==> config.mk <==
export PLATFORM = sky130hd
export DESIGN_NAME = mult16
export DESIGN_NICKNAME = d
export VERILOG_FILES = /design/src/rtl/mult16.sv
export SDC_FILE = /design/constraint.sdc
export NUM_CORES = 1
export LEC_CHECK = 0
export BUFFER_PORTS_ARGS = -buffer_cell sky130_fd_sc_hd__buf_2
export CORE_MARGIN = 2
export CORE_UTILIZATION = 55
export CTS_CLUSTER_SIZE = 16
export DETAILED_ROUTE_END_ITERATION = 10
export MAX_ROUTING_LAYER = met4
export PLACE_DENSITY = 0.74
export SETUP_SLACK_MARGIN = 0.5
export SLEW_MARGIN = 20
export SYNTH_ARGS = -nofsm -noshare
export SYNTH_HDL_FRONTEND = slang
export SYNTH_SLANG_ARGS = --single-unit
==> constraint.sdc <==
create_clock -name clk -period 9.7 [get_ports clk]
set_clock_uncertainty 0.1 [all_clocks]
set_input_delay 0.485 -clock clk [delete_from_list [all_inputs] [get_ports clk]]
set_output_delay 0.485 -clock clk [all_outputs]
set_load 0.05 [all_outputs]
==> src/rtl/mult16.sv <==
// Two-stage pipelined IEEE 754 binary16 multiplier with round-to-nearest-even rounding.
// Subnormal operands and subnormal results are flushed to signed zero.
module mult16 (
   input  logic        clk,
   input  logic        rst,
   input  logic        en,
   input  logic [15:0] a,
   input  logic [15:0] b,
   output logic [15:0] z,
   output logic        output_ready
);

   localparam logic [15:0] QNAN = 16'h7E00;

   // ---------------- Stage 1: unpack, classify, multiply ----------------
   logic [4:0]  a_exp, b_exp;
   logic [9:0]  a_frac, b_frac;
   logic        a_nan, b_nan, a_inf, b_inf, a_zero, b_zero;
   logic        s1_nan_d, s1_inf_d, s1_zero_d;
   logic signed [7:0] s1_exp_d;
   logic [21:0] s1_prod_d;

   assign a_exp  = a[14:10];
   assign b_exp  = b[14:10];
   assign a_frac = a[9:0];
   assign b_frac = b[9:0];

   // Exponent 0 covers both true zero and subnormals, which are flushed to zero.
   assign a_nan  = (a_exp == 5'd31) && (a_frac != 10'd0);
   assign b_nan  = (b_exp == 5'd31) && (b_frac != 10'd0);
   assign a_inf  = (a_exp == 5'd31) && (a_frac == 10'd0);
   assign b_inf  = (b_exp == 5'd31) && (b_frac == 10'd0);
   assign a_zero = (a_exp == 5'd0);
   assign b_zero = (b_exp == 5'd0);

   assign s1_nan_d  = a_nan || b_nan || (a_inf && b_zero) || (b_inf && a_zero);
   assign s1_inf_d  = (a_inf || b_inf) && !s1_nan_d;
   assign s1_zero_d = (a_zero || b_zero) && !s1_nan_d && !s1_inf_d;
   assign s1_exp_d  = $signed({3'b000, a_exp}) + $signed({3'b000, b_exp}) - 8'sd15;
   assign s1_prod_d = {1'b1, a_frac} * {1'b1, b_frac};

   logic              s1_valid;
   logic              s1_sign;
   logic signed [7:0] s1_exp;
   logic [21:0]       s1_prod;
   logic              s1_nan, s1_inf, s1_zero;

   // ---------------- Stage 2: normalize, round, pack ----------------
   logic              norm;
   logic [9:0]        frac_t;
   logic              guard, sticky, round_up;
   logic [10:0]       frac_r;
   logic signed [7:0] exp_r;
   logic [15:0]       z_next;

   assign norm     = s1_prod[21];
   assign frac_t   = norm ? s1_prod[20:11] : s1_prod[19:10];
   assign guard    = norm ? s1_prod[10]    : s1_prod[9];
   assign sticky   = norm ? |s1_prod[9:0]  : |s1_prod[8:0];
   assign round_up = guard && (sticky || frac_t[0]);
   assign frac_r   = {1'b0, frac_t} + {10'd0, round_up};
   // A carry out of the rounded fraction bumps the exponent; the fraction is then zero.
   assign exp_r    = s1_exp + $signed({7'd0, norm}) + $signed({7'd0, frac_r[10]});

   // NOTE: every branch of a combinational block must assign its outputs; the
   // default at the top is what keeps this from inferring a latch.
   always_comb begin
      z_next = {s1_sign, 15'd0};
      if (s1_nan)
         z_next = QNAN;
      else if (s1_inf)
         z_next = {s1_sign, 15'h7C00};
      else if (s1_zero || (exp_r <= 8'sd0))
         z_next = {s1_sign, 15'd0};
      else if (exp_r >= 8'sd31)
         z_next = {s1_sign, 15'h7C00};
      else
         z_next = {s1_sign, exp_r[4:0], (frac_r[10] ? 10'd0 : frac_r[9:0])};
   end

   // NOTE: data registers are reset as well as valid bits, so nothing stale can
   // ever be observed on z after a reset.
   always_ff @(posedge clk or negedge rst) begin
      if (!rst) begin
         s1_valid     <= 1'b0;
         s1_sign      <= 1'b0;
         s1_exp       <= 8'sd0;
         s1_prod      <= 22'd0;
         s1_nan       <= 1'b0;
         s1_inf       <= 1'b0;
         s1_zero      <= 1'b0;
         z            <= 16'h0000;
         output_ready <= 1'b0;
      end else if (en) begin
         // NOTE: non-blocking assignments make both stages update from the
         // values present before the edge, which is what makes this a pipeline.
         s1_valid     <= 1'b1;
         s1_sign      <= a[15] ^ b[15];
         s1_exp       <= s1_exp_d;
         s1_prod      <= s1_prod_d;
         s1_nan       <= s1_nan_d;
         s1_inf       <= s1_inf_d;
         s1_zero      <= s1_zero_d;
         output_ready <= s1_valid;
         if (s1_valid)
            z <= z_next;
      end
   end

endmodule

# == After elaboration in Yosys (flattened, before gate mapping) ==
# Cells that the tools add are included.
# word_totals
ff_bits,52
word_cells,56
# op_classes
add_sub_neg,5
multipliers,1
magnitude_cmp,2
n_eq_ne,2
mux,8
n_bitwise,1
n_reduce_logical,28
# ops
operator,n
15-bit two-way mux,3
11-bit by 11-bit multiplier with 22-bit output,1
10-bit zero test,2
10-bit two-way mux,2
10-bit nonzero test,2
8-bit by 2-bit adder with 8-bit output,2
16-bit two-way mux,1
10-bit by 1-bit adder with 11-bit output,1
5-bit equality test (second input constant),2
1-bit logical AND,10
5-bit zero test,2
10-bit OR reduction,1
9-bit OR reduction,1
8-bit by 6-bit >= comparator with 1-bit output (second input constant),1
8-bit by 1-bit less-or-equal comparator with 1-bit output (second input constant),1
1-bit logical OR,7
6-bit by 4-bit subtractor with 7-bit output (second input constant),1
5-bit by 5-bit adder with 6-bit output,1
1-bit zero test,2
1-bit two-way mux,2
2-bit AND reduction,1
1-bit XOR,1

# == Longest topological paths before layout ==
# logic_depth
ltp_word,11
mapped_depth,19
depth_no_buf,18

# == Worst setup path before layout ==
# No wires, ideal clock.
# synth_timing
path_kind,in2reg
start,input b[4]
end,register s1_prod[20]
arrival_time_ns,5.189
t_required_ns,9.475
slack_ns,4.286
cell_stages,19
n_path_buf,1
cell_sequence,clkbuf_1 -> nand2_1 -> fa_1 -> inv_1 -> fa_1 -> inv_1 -> fa_1 -> inv_1 -> fa_1 -> inv_1 -> fa_1 -> inv_1 -> ha_1 -> a21oi_1 -> o21ai_0 -> a222oi_1 -> o21ai_0 -> xor2_1 -> mux2_2
# synth_between
elab_chain_len,1
# synth_rtl
item,line_no,source
"start, declared",8,"input logic [15:0] b,"
11-bit by 11-bit multiplier with 22-bit output,40,"assign s1_prod_d = {1'b1, a_frac} * {1'b1, b_frac};"
"end signal, assigned",100,s1_prod <= s1_prod_d;
"end, declared",45,logic [21:0] s1_prod;
# No other way between the ends.
# A chain may end at the register's enable or synchronous reset.

# == Worst setup path after layout ==
# layout_timing
start,input a[5]
end,register s1_prod[20]
# layout_between
elab_chain_len,1
# layout_rtl
item,line_no,source
"start, declared",7,"input logic [15:0] a,"
11-bit by 11-bit multiplier with 22-bit output,40,
# No other way between the ends.

==> run summary <==
The count of nets left with antenna violations after detail routing came out at 0. The number of nets in the synthesized netlist came out at 957. In this run the worst setup path terminates at s1_prod[20]$_DFFE_PN0P_. On the critical path the largest part of the delay comes from adder cells. The sequential-to-total area share from yosys stat is 18.5%. Among all stages on the critical path, the largest delay is contributed by fa_1. In this run the count of I/O pins placed on the die edge is 52. The max-cap violation count came out at 0. The number of standard cells in the final layout excluding fillers is 964.

The critical path buffer and inverter count is 6. The die outline height is 116 um. The clock tree root driver cell is clkbuf_16. The global-route total usage across every layer came out at 23.9%.

The number of setup violations in the final report came out at 0. The ratio of final minimum period to clock period is 56.2%. The final wirelength is 14.6 mm.

The worst max-slew margin expressed relative to the limit is 42.0%. The type of element capturing the critical path is a register. The final-report hold violation count is 0. The first TritonRoute pass finished after 6 iterations. The top achievable clock speed is 183 MHz. The number of buffers inserted to repair setup after CTS is 0. The cell area after synthesis is 6920 um2. The minimum clock period after layout came out at 5.45 ns. In the final layout, the share of cells above drive strength 1 is 10.8%.

In this run the power density over the cells is 286 nW/um2. The number of slew-limit violations in the final report came out at 0. The via count of the first global-routing pass came out at 5449. The average wire per cell in the routed design is 15.1 um. The worst setup path is of the in2reg kind. The synthesized design contains 0 enable-type register cells. In this run, post-CTS hold repair placed 0 buffers.

The global-route congestion overflow total came out at 0. The wire-length estimate of the detail-placed layout is 12.0 mm. The placer congestion estimate came out at 0.927. The flow ran to the end, and the final reports show no timing, DRC or antenna violations. The count of unique library cells instantiated by Yosys came out at 65. In this run the worst setup path begins at a[5]. Setup repair after global routing left no endpoint under its margin.

The layout net count came out at 982. The slack of the worst reg-to-reg path came out at 5.04 ns. The share of synthesized registers carrying an async set or reset is 100%. The critical path runs through a total of 19 cells.

The maximum number of pins on one net before global-route repair came out at 52. The TritonCTS sink count is 51. In this run the deepest clock path goes through 2 buffers. The clock insertion delay at the later pin of the skew report is 0.29 ns. The via count of the routed design is 5303. The number of antenna violations at the first check in global routing was 0. TritonCTS built the clock tree. The commonest non-fill, non-tap cell in the layout is inv_1. For the worst setup path, the data arrival time is 5.52 ns. Once the floorplan was initialized, standard cells occupied 56.9% of the core. The synthesized instance count is 770. The endpoint required time on the critical path is 9.77 ns. The detail-routed via count per cell came out at 5.50.

In this run, placement finished with an instance count of 956. The worst-case reg-to-reg path depth came out at 16. The H-tree depth came out at 2. The leakage power total is 3.75 nW.

The post-CTS resize count came out at 0. The actual slew at the worst max-slew pin came out at 0.870 ns. The floorplan has 40 rows. The core footprint is 12200 um2.

STA classifies the critical path startpoint as an input pin. Among all flip-flop cells after synthesis, the most frequent one is dfrtp_1. The critical register-to-register path startpoint is s1_prod[21]$_DFFE_PN0P_. The worst-case IR drop observed on VDD is 141 uV.

The clock slew at the register clock pins of the worst setup and hold paths came out at 0.06 ns. The placed cell area came out at 7240 um2. The final non-filler cell area came out at 7380 um2.

For the final routed database, the setup TNS stands at 0 ns. The number of DRC violations after detailed-routing iteration 0 is 224. During synthesis, Yosys emitted a total of 0 warnings.

The biggest cell delay along the critical path came out at 0.55 ns. The register bit count reported by yosys came out at 51. A synthesized cell averages 8.98 um2. The relative area change from synthesis to final layout came out at 6.75%.

In the layout the commonest cells are inv_1 (142), fa_1 (82), nand2_1 (75). The number of buffers inserted by port buffering is 51. The antenna diode count came out at 0. The horizontal die dimension is 116 um. The class of the worst hold path is in2async. After detailed routing, the number of remaining DRC violations is 0. The endpoint identified for the worst register-to-register timing path is z[8]$_DFFE_PN0P_.

The wire length of the first global-routing pass is 25.3 mm. The signal on the critical path passes through buf_2 > nand2_1 > fa_1 > inv_1 > fa_1 > inv_1 > fa_1 > inv_1 > fa_1 > inv_1 > fa_1 > inv_1 > ha_1 > a21oi_1 > o21ai_0 > a222oi_1 > o21ai_0 > xor2_1 > mux2_2. The TritonCTS buffer count came out at 5.

The area enclosed by the die boundary came out at 13500 um2. The largest fanout on the critical path came out at 11.
## report_power, final
group          switching (W)  internal, W
Clock              0.0000701    0.0000953
Sequential         0.0000793     0.000292
Combinational       0.000911     0.000665
Total                0.00106      0.00105
## stage by stage
| stage | power [W] | util, % | setup WS, ns | hold slack, ns |
|---|---|---|---|---|
| global placement | 0.00188 | 59.5 | 4.11 | 0.350 |
| floorplan | 0.00161 | - | 4.29 | 0.0894 |
| global route | 0.00235 | 60.7 | 3.90 | 0.173 |
| detailed placement | 0.00193 | 59.5 | 3.99 | 0.364 |
| finish | 0.00211 | 60.7 | 4.25 | 0.120 |
| CTS | 0.00212 | 60.7 | 4.31 | 0.352 |
## synthesized netlist by cell type, drive strengths merged (3+ instances only)
cell | count | area [um2]
nand2 | 75 | 282
clkbuf | 30 | 115
ha | 70 | 876
and2 | 42 | 263
a22o | 8 | 70.1
xnor2 | 23 | 201
dfrtp | 51 | 1280
mux2 | 20 | 225
nand2b | 8 | 50.1
buf | 3 | 23.8
xor2 | 4 | 35.0
nor2 | 37 | 139
nor4 | 8 | 56.3
nand4 | 3 | 18.8
a21o | 7 | 52.6
nor3 | 10 | 66.3
or4 | 3 | 26.3
a221oi | 3 | 26.3
nor2b | 4 | 25.0
a21oi | 29 | 145
o21ai | 17 | 85.1
and3 | 6 | 37.5
o211ai | 5 | 37.5
a211oi | 9 | 67.6
mux2i | 14 | 140
nand3 | 17 | 85.1
inv | 143 | 537
fa | 82 | 1640
or3 | 4 | 25.0
## worst min-delay path by stage
stage | cells past startpoint | slack [ns] | startpoint | end
detailed placement | 2 | 0.36 | z[15]$_DFFE_PN0P_ | z[15]$_DFFE_PN0P_
CTS | 1 | 0.35 | rst | z[1]$_DFFE_PN0P_
global route | 1 | 0.17 | rst | z[1]$_DFFE_PN0P_
global placement | 2 | 0.35 | z[15]$_DFFE_PN0P_ | z[15]$_DFFE_PN0P_
finish | 1 | 0.12 | rst | s1_prod[11]$_DFFE_PN0P_
floorplan | 0 | 0.09 | rst | output_ready$_DFFE_PN0P_
## state kept, by name, indices dropped and copies added, names as in the netlist
signal and count:
s1_exp 7, output_ready 1, s1_inf 1, z 16
s1_sign 1, s1_nan 1, s1_prod 22, s1_valid 1
s1_zero 1
## cell families after synthesis
logic type,count (synthesis),share of synthesized area [%]
muxes,34,5.28
xor gates and xnor gates,27,3.42
DFF,51,18.5
buffers and inverters,177,9.82
AOI/OAI and AO/OA,105,10.3
and+or+nand+nor,224,16.3
adders and majority gates,152,36.4
## worst register-to-register path: stages, from the launching register on
cell      delay [ns]
dfrtp_1         0.64
nand2b_1        0.31
a21boi_0        0.22
ha_1            0.24
nand2_1         0.09
nor4_2          0.38
and3_1          0.24
o211ai_1        0.16
fa_1            0.43
inv_1           0.10
ha_1            0.25
mux2i_1         0.10
or4_4           0.45
nor3_4          0.23
nor3_2          0.11
and3_1          0.27
a22o_1          0.22
## metal layers
| layer | up-vias | part of all wire (%) | global-route usage (%) |
|---|---|---|---|
| li1 | 2546 | - | - |
| met4 | 0 | 1.6 | 5.48 |
| met5 | - | 0 | - |
| met1 | 2568 | 45 | 31.3 |
| met2 | 169 | 49 | 41.2 |
| met3 | 20 | 4.3 | 1.76 |
## cell type report
| type | instances | area (um2) |
|---|---|---|
| timing repair buffer | 51 | 258 |
| inverter | 144 | 541 |
| multi-input combinational | 542 | 4960 |
| tap | 168 | 210 |
| fill | 1070 | 4780 |
| clock inverter | 1 | 5.00 |
| clock buffer | 7 | 133 |
| sequential | 51 | 1280 |
(Power assumes the default switching activity.)
